==> src/rtl/vend_pkg.sv <==
// Shared definitions for the vending change dispenser: change codes,
// FSM state type and the change-code to coin-count mapping.
package vend_pkg;

    localparam logic [1:0] CHG_NONE = 2'b00;
    localparam logic [1:0] CHG_5    = 2'b01;
    localparam logic [1:0] CHG_10   = 2'b10;
    localparam logic [1:0] CHG_RSVD = 2'b11;

    typedef logic [2:0] disp_state_t;

    localparam disp_state_t ST_IDLE  = 3'd0;
    localparam disp_state_t ST_PROD  = 3'd1;
    localparam disp_state_t ST_EJECT = 3'd2;
    localparam disp_state_t ST_WAIT  = 3'd3;
    localparam disp_state_t ST_DONE  = 3'd4;
    localparam disp_state_t ST_FAULT = 3'd5;

    // Number of Rs5 coins owed for a change code; the reserved code owes nothing.
    function automatic logic [1:0] chg_coins(input logic [1:0] code);
        case (code)
            CHG_5:             return 2'd1;
            CHG_10:            return 2'd2;
            CHG_NONE, CHG_RSVD: return 2'd0;
            default:           return 2'd0;
        endcase
    endfunction

endpackage

==> src/rtl/pulse_timer.sv <==
// Loadable down-counter; expire is high while the count sits at zero.
module pulse_timer #(
    parameter int W = 16
) (
    input  logic         clk,
    input  logic         rst,
    input  logic         load,
    input  logic [W-1:0] load_val,
    output logic         expire
);

    logic [W-1:0] cnt_q, cnt_d;

    always_comb begin
        cnt_d = cnt_q;
        if (load) begin
            cnt_d = load_val;
        end else if (cnt_q != '0) begin
            cnt_d = cnt_q - 1'b1;
        end
    end

    always_ff @(posedge clk or negedge rst) begin
        if (!rst) begin
            cnt_q <= '0;
        end else begin
            cnt_q <= cnt_d;
        end
    end

    assign expire = (cnt_q == '0);

endmodule

==> src/rtl/change_dispenser.sv <==
// Product and Rs5 change dispenser sequencer with hopper sensor supervision.
// Define CHG_RETRY_EN to re-eject a missing coin up to MAX_RETRY times before faulting.
//
//   state | meaning
//   IDLE  | waiting for req_valid
//   PROD  | product motor driven for PULSE_W cycles
//   EJECT | Rs5 hopper actuator driven for PULSE_W cycles
//   WAIT  | waiting up to TIMEOUT cycles for coin_sense
//   DONE  | one-cycle completion pulse
//   FAULT | hopper failure, held until clr_fault
module change_dispenser
    import vend_pkg::*;
#(
    parameter int PULSE_W   = 4,
    parameter int TIMEOUT   = 64,
    parameter int MAX_RETRY = 2
) (
    input  logic       clk,
    input  logic       rst,
    input  logic       req_valid,
    input  logic       vend,
    input  logic [1:0] change,
    input  logic       coin_sense,
    input  logic       clr_fault,
    output logic       busy,
    output logic       prod_motor,
    output logic       coin_eject,
    output logic       done,
    output logic       fault
);

    if (PULSE_W < 1 || PULSE_W > 255 || TIMEOUT < 2 || TIMEOUT > 65535 ||
        MAX_RETRY < 0 || MAX_RETRY > 7) begin : g_param_check
        $error("change_dispenser: parameter out of legal range");
    end

    // Timer holds N-1 on entry so a state lasts exactly N cycles.
    localparam logic [15:0] PULSE_LD = 16'(PULSE_W - 1);
    localparam logic [15:0] WAIT_LD  = 16'(TIMEOUT - 1);

    disp_state_t state_q, state_d;
    logic [1:0]  coins_q, coins_d;
    logic        busy_q, busy_d;
    logic        prod_q, prod_d;
    logic        eject_q, eject_d;
    logic        done_q, done_d;
    logic        fault_q, fault_d;

    logic        tmr_load;
    logic [15:0] tmr_val;
    logic        tmr_expire;
    logic        retry_ok;

`ifdef CHG_RETRY_EN
    localparam logic [2:0] RETRY_LIM = 3'(MAX_RETRY);
    logic [2:0] retry_q, retry_d;
    assign retry_ok = (retry_q < RETRY_LIM);
`else
    assign retry_ok = 1'b0;
`endif

    pulse_timer #(.W(16)) u_timer (
        .clk      (clk),
        .rst      (rst),
        .load     (tmr_load),
        .load_val (tmr_val),
        .expire   (tmr_expire)
    );

    always_comb begin
        state_d  = state_q;
        coins_d  = coins_q;
        tmr_load = 1'b0;
        tmr_val  = PULSE_LD;
`ifdef CHG_RETRY_EN
        retry_d  = retry_q;
`endif
        case (state_q)
            ST_IDLE: begin
                if (req_valid) begin
                    coins_d  = chg_coins(change);
                    tmr_load = 1'b1;
`ifdef CHG_RETRY_EN
                    retry_d  = 3'd0;
`endif
                    if (vend) begin
                        state_d = ST_PROD;
                    end else if (chg_coins(change) != 2'd0) begin
                        state_d = ST_EJECT;
                    end else begin
                        state_d = ST_DONE;
                    end
                end
            end
            ST_PROD: begin
                if (tmr_expire) begin
                    if (coins_q != 2'd0) begin
                        state_d  = ST_EJECT;
                        tmr_load = 1'b1;
                    end else begin
                        state_d = ST_DONE;
                    end
                end
            end
            ST_EJECT: begin
                if (tmr_expire) begin
                    state_d  = ST_WAIT;
                    tmr_load = 1'b1;
                    tmr_val  = WAIT_LD;
                end
            end
            ST_WAIT: begin
                // A coin arriving on the timeout cycle still counts as delivered.
                if (coin_sense) begin
                    coins_d = coins_q - 2'd1;
`ifdef CHG_RETRY_EN
                    retry_d = 3'd0;
`endif
                    if (coins_q == 2'd1) begin
                        state_d = ST_DONE;
                    end else begin
                        state_d  = ST_EJECT;
                        tmr_load = 1'b1;
                    end
                end else if (tmr_expire) begin
                    if (retry_ok) begin
                        state_d  = ST_EJECT;
                        tmr_load = 1'b1;
`ifdef CHG_RETRY_EN
                        retry_d  = retry_q + 3'd1;
`endif
                    end else begin
                        state_d = ST_FAULT;
                    end
                end
            end
            ST_DONE: begin
                state_d = ST_IDLE;
            end
            ST_FAULT: begin
                if (clr_fault) begin
                    state_d = ST_IDLE;
                end
            end
            default: begin
                state_d = ST_IDLE;
            end
        endcase

        busy_d  = (state_d != ST_IDLE);
        prod_d  = (state_d == ST_PROD);
        eject_d = (state_d == ST_EJECT);
        done_d  = (state_d == ST_DONE);
        fault_d = (state_d == ST_FAULT);
    end

    always_ff @(posedge clk or negedge rst) begin
        if (!rst) begin
            state_q <= ST_IDLE;
            coins_q <= 2'd0;
            busy_q  <= 1'b0;
            prod_q  <= 1'b0;
            eject_q <= 1'b0;
            done_q  <= 1'b0;
            fault_q <= 1'b0;
        end else begin
            state_q <= state_d;
            coins_q <= coins_d;
            busy_q  <= busy_d;
            prod_q  <= prod_d;
            eject_q <= eject_d;
            done_q  <= done_d;
            fault_q <= fault_d;
        end
    end

`ifdef CHG_RETRY_EN
    always_ff @(posedge clk or negedge rst) begin
        if (!rst) begin
            retry_q <= 3'd0;
        end else begin
            retry_q <= retry_d;
        end
    end
`endif

    assign busy       = busy_q;
    assign prod_motor = prod_q;
    assign coin_eject = eject_q;
    assign done       = done_q;
    assign fault      = fault_q;

endmodule

==> config.mk <==
export PLATFORM = sky130hd
export DESIGN_NAME = change_dispenser
export DESIGN_NICKNAME = d
export VERILOG_FILES = /design/src/rtl/vend_pkg.sv /design/src/rtl/pulse_timer.sv /design/src/rtl/change_dispenser.sv
export SDC_FILE = /design/constraint.sdc
export NUM_CORES = 1
export LEC_CHECK = 0
export ABC_AREA = 1
export ABC_CLOCK_PERIOD_IN_PS = 5250
export BUFFER_PORTS_ARGS = -buffer_cell sky130_fd_sc_hd__buf_4
export CAP_MARGIN = 20
export CORE_AREA = 10 10 55 101
export DETAILED_ROUTE_END_ITERATION = 6
export DIE_AREA = 0 0 65 111
export PLACE_DENSITY = 0.74
export SETUP_SLACK_MARGIN = 0.3
export SYNTH_ARGS = -nofsm -noshare
export SYNTH_HDL_FRONTEND = slang
export SYNTH_HIERARCHICAL = 1
export SYNTH_SLANG_ARGS = --single-unit
==> constraint.sdc <==
create_clock -name clk -period 5.25 [get_ports clk]
set_input_delay 1.05 -clock clk [delete_from_list [all_inputs] [get_ports clk]]
set_output_delay 1.05 -clock clk [all_outputs]
set_load 0.05 [all_outputs]
* After elaboration in Yosys (flattened, before gate mapping)
Cells that the tools add are included.
** Storage, ports and cells
- Logic and storage cells :: 64
- Register bits after elaboration :: 26
- Output and inout port bits :: 5
- Input bits :: 8
** Operators by class
- Reductions and logical operators :: 11
- Add/subtract/negate cells :: 2
- Muxes and demuxes :: 29
- Eq/ne operators :: 14
** Operators with widths (count)
- 2-to-1 mux 16 bit :: 2
- 2-to-1 mux 3 bit :: 10
- zero test 16 bit :: 1
- nonzero test 16 bit :: 1
- subtractor 16 x 1 -> 16 bit, second input constant :: 1
- one-hot mux 3 bit (5 select lines) :: 1
- 2-to-1 mux 6 bit :: 2
- 2-to-1 mux 2 bit :: 5
- == test 3 x 2 -> 1 bit, second input constant :: 3
- == test 3 bit, second input constant :: 3
- nonzero test 2 bit :: 4
- == test 3 x 1 -> 1 bit, second input constant :: 2
- 2-to-1 mux 1 bit :: 6
- one-hot mux 2 bit (3 select lines) :: 1
- == test 2 x 1 -> 1 bit, second input constant :: 2
- == test 2 bit, second input constant :: 2
- != test 2 bit, second input constant :: 2
- one-hot mux 1 bit (4 select lines) :: 1
- one-hot mux 2 bit (2 select lines) :: 1
- zero test 3 bit :: 1
- AND reduction 3 bit :: 1
- nonzero test 3 bit :: 1
- zero test 2 bit :: 1
- OR reduction 2 bit :: 1
- subtractor 2 x 1 -> 2 bit, second input constant :: 1

* Depth between registers and ports, before layout
- Word-level depth :: 12
- Gate-level depth with buffers :: 16
- Depth with buffers taken out :: 15

* Hierarchy
The synthesis kept the hierarchy.
** By module, submodules not included
- pulse_timer :: area an instance 1184.9 um^2, cells an instance 167, sequential area each 400.4 um^2, instances 1
- change_dispenser :: area an instance 684.4 um^2, cells an instance 92, sequential area each 250.2 um^2, instances 1

* Worst setup path before layout
OpenSTA, ideal clock, no wires.
- Kind :: reg2reg
- Start :: reg u_timer.cnt_q[0]
- End :: reg u_timer.cnt_q[3]
- Setup slack :: 2.852 ns
- Clock period less this slack :: 2.398 ns
- Arrival time :: 2.285 ns
- Required time :: 5.137 ns
- Cell stages (with the launch flop) :: 16
- Setup time :: 0.113 ns
- Buffers on the path :: 2
- Cell sequence :: dfrtp_1 inv_1 ha_1 nand2_4 nor2_4 nand3_1 nor3_1 inv_1 nor2_2 inv_2 o2111ai_1 buf_2 buf_2 o21ai_0 nand2_1 inv_1
** On the way
- Word-level cells in the longest chain between the ends :: 4
- Elaborated cells between the ends (all ways) :: 11
- Those cells by class :: add/sub: 1; mux: 7; reduce/logical: 3
** RTL lines
- start, declared :: RTL line pulse_timer.sv:12 : logic [W-1:0] cnt_q, cnt_d;
- start signal, assigned :: RTL line pulse_timer.sv:27 : cnt_q <= cnt_d;
- zero test 16 bit (*) :: RTL line pulse_timer.sv:31 : assign expire = (cnt_q == '0);
- net tmr_expire :: RTL line change_dispenser.sv:51 : logic tmr_expire;
- 2-to-1 mux 1 bit, on equally long branches :: RTL line change_dispenser.sv:106, change_dispenser.sv:96
- one-hot mux 1 bit (4 select lines) (*) :: RTL line change_dispenser.sv:78 : case (state_q)
- net tmr_load :: RTL line change_dispenser.sv:49 : logic tmr_load;
- 2-to-1 mux 16 bit or nonzero test 2 bit (tied branches)
Mark *: on every way through the listed nets, which the timed path passes. The rest lies on a longest branch. The select of a mux whose other input is x is not followed.
A chain may end at the register's enable or synchronous reset.

* Worst setup path in the final report
- Start :: reg u_timer.cnt_q[0]
- End :: reg u_timer.cnt_q[12]
The elaborated chain is that of the path after synthesis.

==> results.cfg <==
[final_layout]
layout.nets = 297
antenna_cells = 0
final_cell_mix = 76 x nand2_1, 35 x inv_1, 29 x nor2_1, 26 x dfrtp_1, 17 x nand3_1
drive_gt1_frac = 0.198
final_common_cell = nand2_1
area_delta_synth_final_pct = 13.4

[yosys]
synth-async-reset-ratio = 1.00
ys_types = 30
yosys_register_bits = 26
synth_edf_count = 0
yosys_warnings = 6
synth_seq_area_share = 0.348
synth-compound-area-share = 0.0589
yosys.area_share.adder = 0.0335
synth_top_area_cell = dfrtp_1
avgSynthCellArea_um2 = 7.22
synthMuxAreaShare = 0
netlist.area_leader.share = 0.348
synthCells = 259
ys.flop_type = dfrtp_1
synthXorXnorAreaFrac = 0.0234
syn-cell-area_um2 = 1870
synth_top_family_by_area = simple AND/OR/NAND/NOR gates
synthTopCellsByArea = dfrtp_1 35%, nand2_1 15%, inv_1 7.0%
yosys.area_share.simple = 0.444

[worst_setup_path]
rr_startpoint = u_timer/cnt_q[0]
r2r_end = u_timer/cnt_q[12]
critPathCapture = u_timer/cnt_q[12]
cp.arrival_ps = 3150
start_kind = flop
crit_type = flop to flop
r2r_setup_slack_ps = 2260
reg2reg_depth = 15
crit_required_ps = 5410
worstSetupEndpointType = flop
cp-startpoint = u_timer/cnt_q[0]
critical_path.max_fanout = 20

[clocking]
cts_max_path_buffers = 2
cts_sinks = 26
cts_buffers = 3
cts_resized = 0
post_cts_buffers = 0
insertion_delay_ps = 270
cts-htree-levels = 1
cts_hold_buf = 0
clk_pin_slew_ps = 90
cts-root-buf = clkbuf_8
cts_tree = yes

[grt]
grt_pass1_wl_um = 6760
grt_pass1_vias = 1634
track_usage = 0.112
grt_max_degree = 27
grt_overflow = 0
antenna_found_initial = 0

[floorplan]
fp.dieW_um = 65
die_h_um = 111
io-pin-count = 13
start_util = 0.467
rows = 33
dieArea_um2 = 7220
core-area_um2 = 4010

[timing]
finalSetupViolCount = 0
skew_ps = 6.64
fin_crit_ps = 2990
fmax_mhz = 335
whs_ps = 557
period_share = 0.569
slew_viol_final = 0
rsz0062_at_grt = no
hold_violations = 0
fin_tns_setup_ps = 0

[hold_path]
hp-class = flop to flop

[routing]
drt_first_pass_iters = 4
vias = 1596
viasPerCell = 4.76
ant_nets = 0
drt_first_iter_violations = 65
wl_um = 3790
drc = 0
wire_per_inst_um = 11.3

[pwr]
p_leak_nw = 1.16
ir_drop_mv = 0.316
p_per_area_nw_per_um2 = 548

[placement]
port_buffers = 12
dp_hpwl_um = 3020
routabilityCongestion = 0.900

[flow_run]
drv_cap = 0

[status]
outcome = finished, final reports clean
cells by family after synthesis:
group           Yosys count
simple gates            163
buf+inv                  41
flops                    26
fa+ha+maj                 5
compound gates           17
other cells               2
xor+xnor                  5
through the flow:
step | area, µm² | setup slack (ps) | utilization | std cells | power [W]
2_1_floorplan | 1910 | 2850 | - | 269 | 0.000867
3_3_place_gp | 2050 | 2380 | 0.511 | 331 | 0.000982
3_5_place_dp | 2050 | 2280 | 0.511 | 331 | 0.000998
4_1_cts | 2120 | 2260 | 0.529 | 335 | 0.00117
5_1_grt | 2120 | 1980 | 0.529 | 335 | 0.00128
6_report | 2120 | 2260 | 0.529 | 335 | 0.00116
worst max-delay path, stage by stage (launching register included):
cell	delay, ps
dfrtp_1	410
inv_1	110
ha_1	270
nand2_4	110
nor2_4	110
nand3_1	90
nor3_1	280
inv_1	140
nor2_2	230
inv_2	70
o2111ai_1	100
buf_4	250
inv_1	250
or2_2	340
nand2_1	70
nor2_1	50
layout make-up:
cell class                      instances  area, µm²
Fill cell                             409       1890
Multi-Input combinational cell        202       1090
Tap cell                               52       65.1
Clock inverter                          1       30.0
Timing Repair Buffer                   13       97.6
Sequential cell                        26        651
Inverter                               38        143
Clock buffer                            3       41.3
synthesized netlist by cell type, types with 2 or more instances:
cell type  count
o21bai_2       3
conb_1         2
ha_1           5
dfrtp_1       26
nor2_4         6
o21ai_0        9
buf_2          2
o21ai_1        2
inv_2          3
nand2_2        9
xor2_1         3
nor2_2         8
nand3b_1       5
xnor2_1        2
inv_1         35
nand3_4        2
nand4_1        2
nand3_2        4
nor2_1        29
nand2_1       76
nand3_1       17
sequential cells by signal, indices dropped and copies added, names as in the netlist:
register and cells:
fault 1, prod_motor 1, done 1, coins_q 2
busy 1, coin_eject 1, u_timer/cnt_q 16, state_q 3
power breakdown:
part	total, W	internal (W)	switching [W]	leakage (nW)
Clock	0.000165	0.000102	0.0000634	0.0357
Sequential	0.000372	0.000289	0.0000834	0.326
Combinational	0.000624	0.000214	0.000409	0.797
Total	0.00116	0.000605	0.000556	1.16
how the worst min path moves through the flow:
stage,slack (ps),endpoint,from,depth (start not counted)
finish,560,u_timer/cnt_q[1],u_timer/cnt_q[1],2
floorplan,520,u_timer/cnt_q[1],u_timer/cnt_q[1],2
CTS,570,u_timer/cnt_q[1],u_timer/cnt_q[1],2
detailed placement,550,u_timer/cnt_q[1],u_timer/cnt_q[1],2
global placement,530,u_timer/cnt_q[1],u_timer/cnt_q[1],2
global route,600,u_timer/cnt_q[1],u_timer/cnt_q[1],2
routing by layer:
| layer | up-vias | part of all wire | wire (µm) | track usage |
|---|---|---|---|---|
| met3 | 8 | 0.036 | 137 | 0.0182 |
| met1 | 727 | 0.41 | 1560 | 0.122 |
| li1 | 836 | - | - | - |
| met4 | 0 | 0.018 | 70 | 0.0388 |
| met2 | 25 | 0.53 | 2020 | 0.204 |
| met5 | - | 0 | 0 | 0 |
Power figures use the tool's default switching activity.
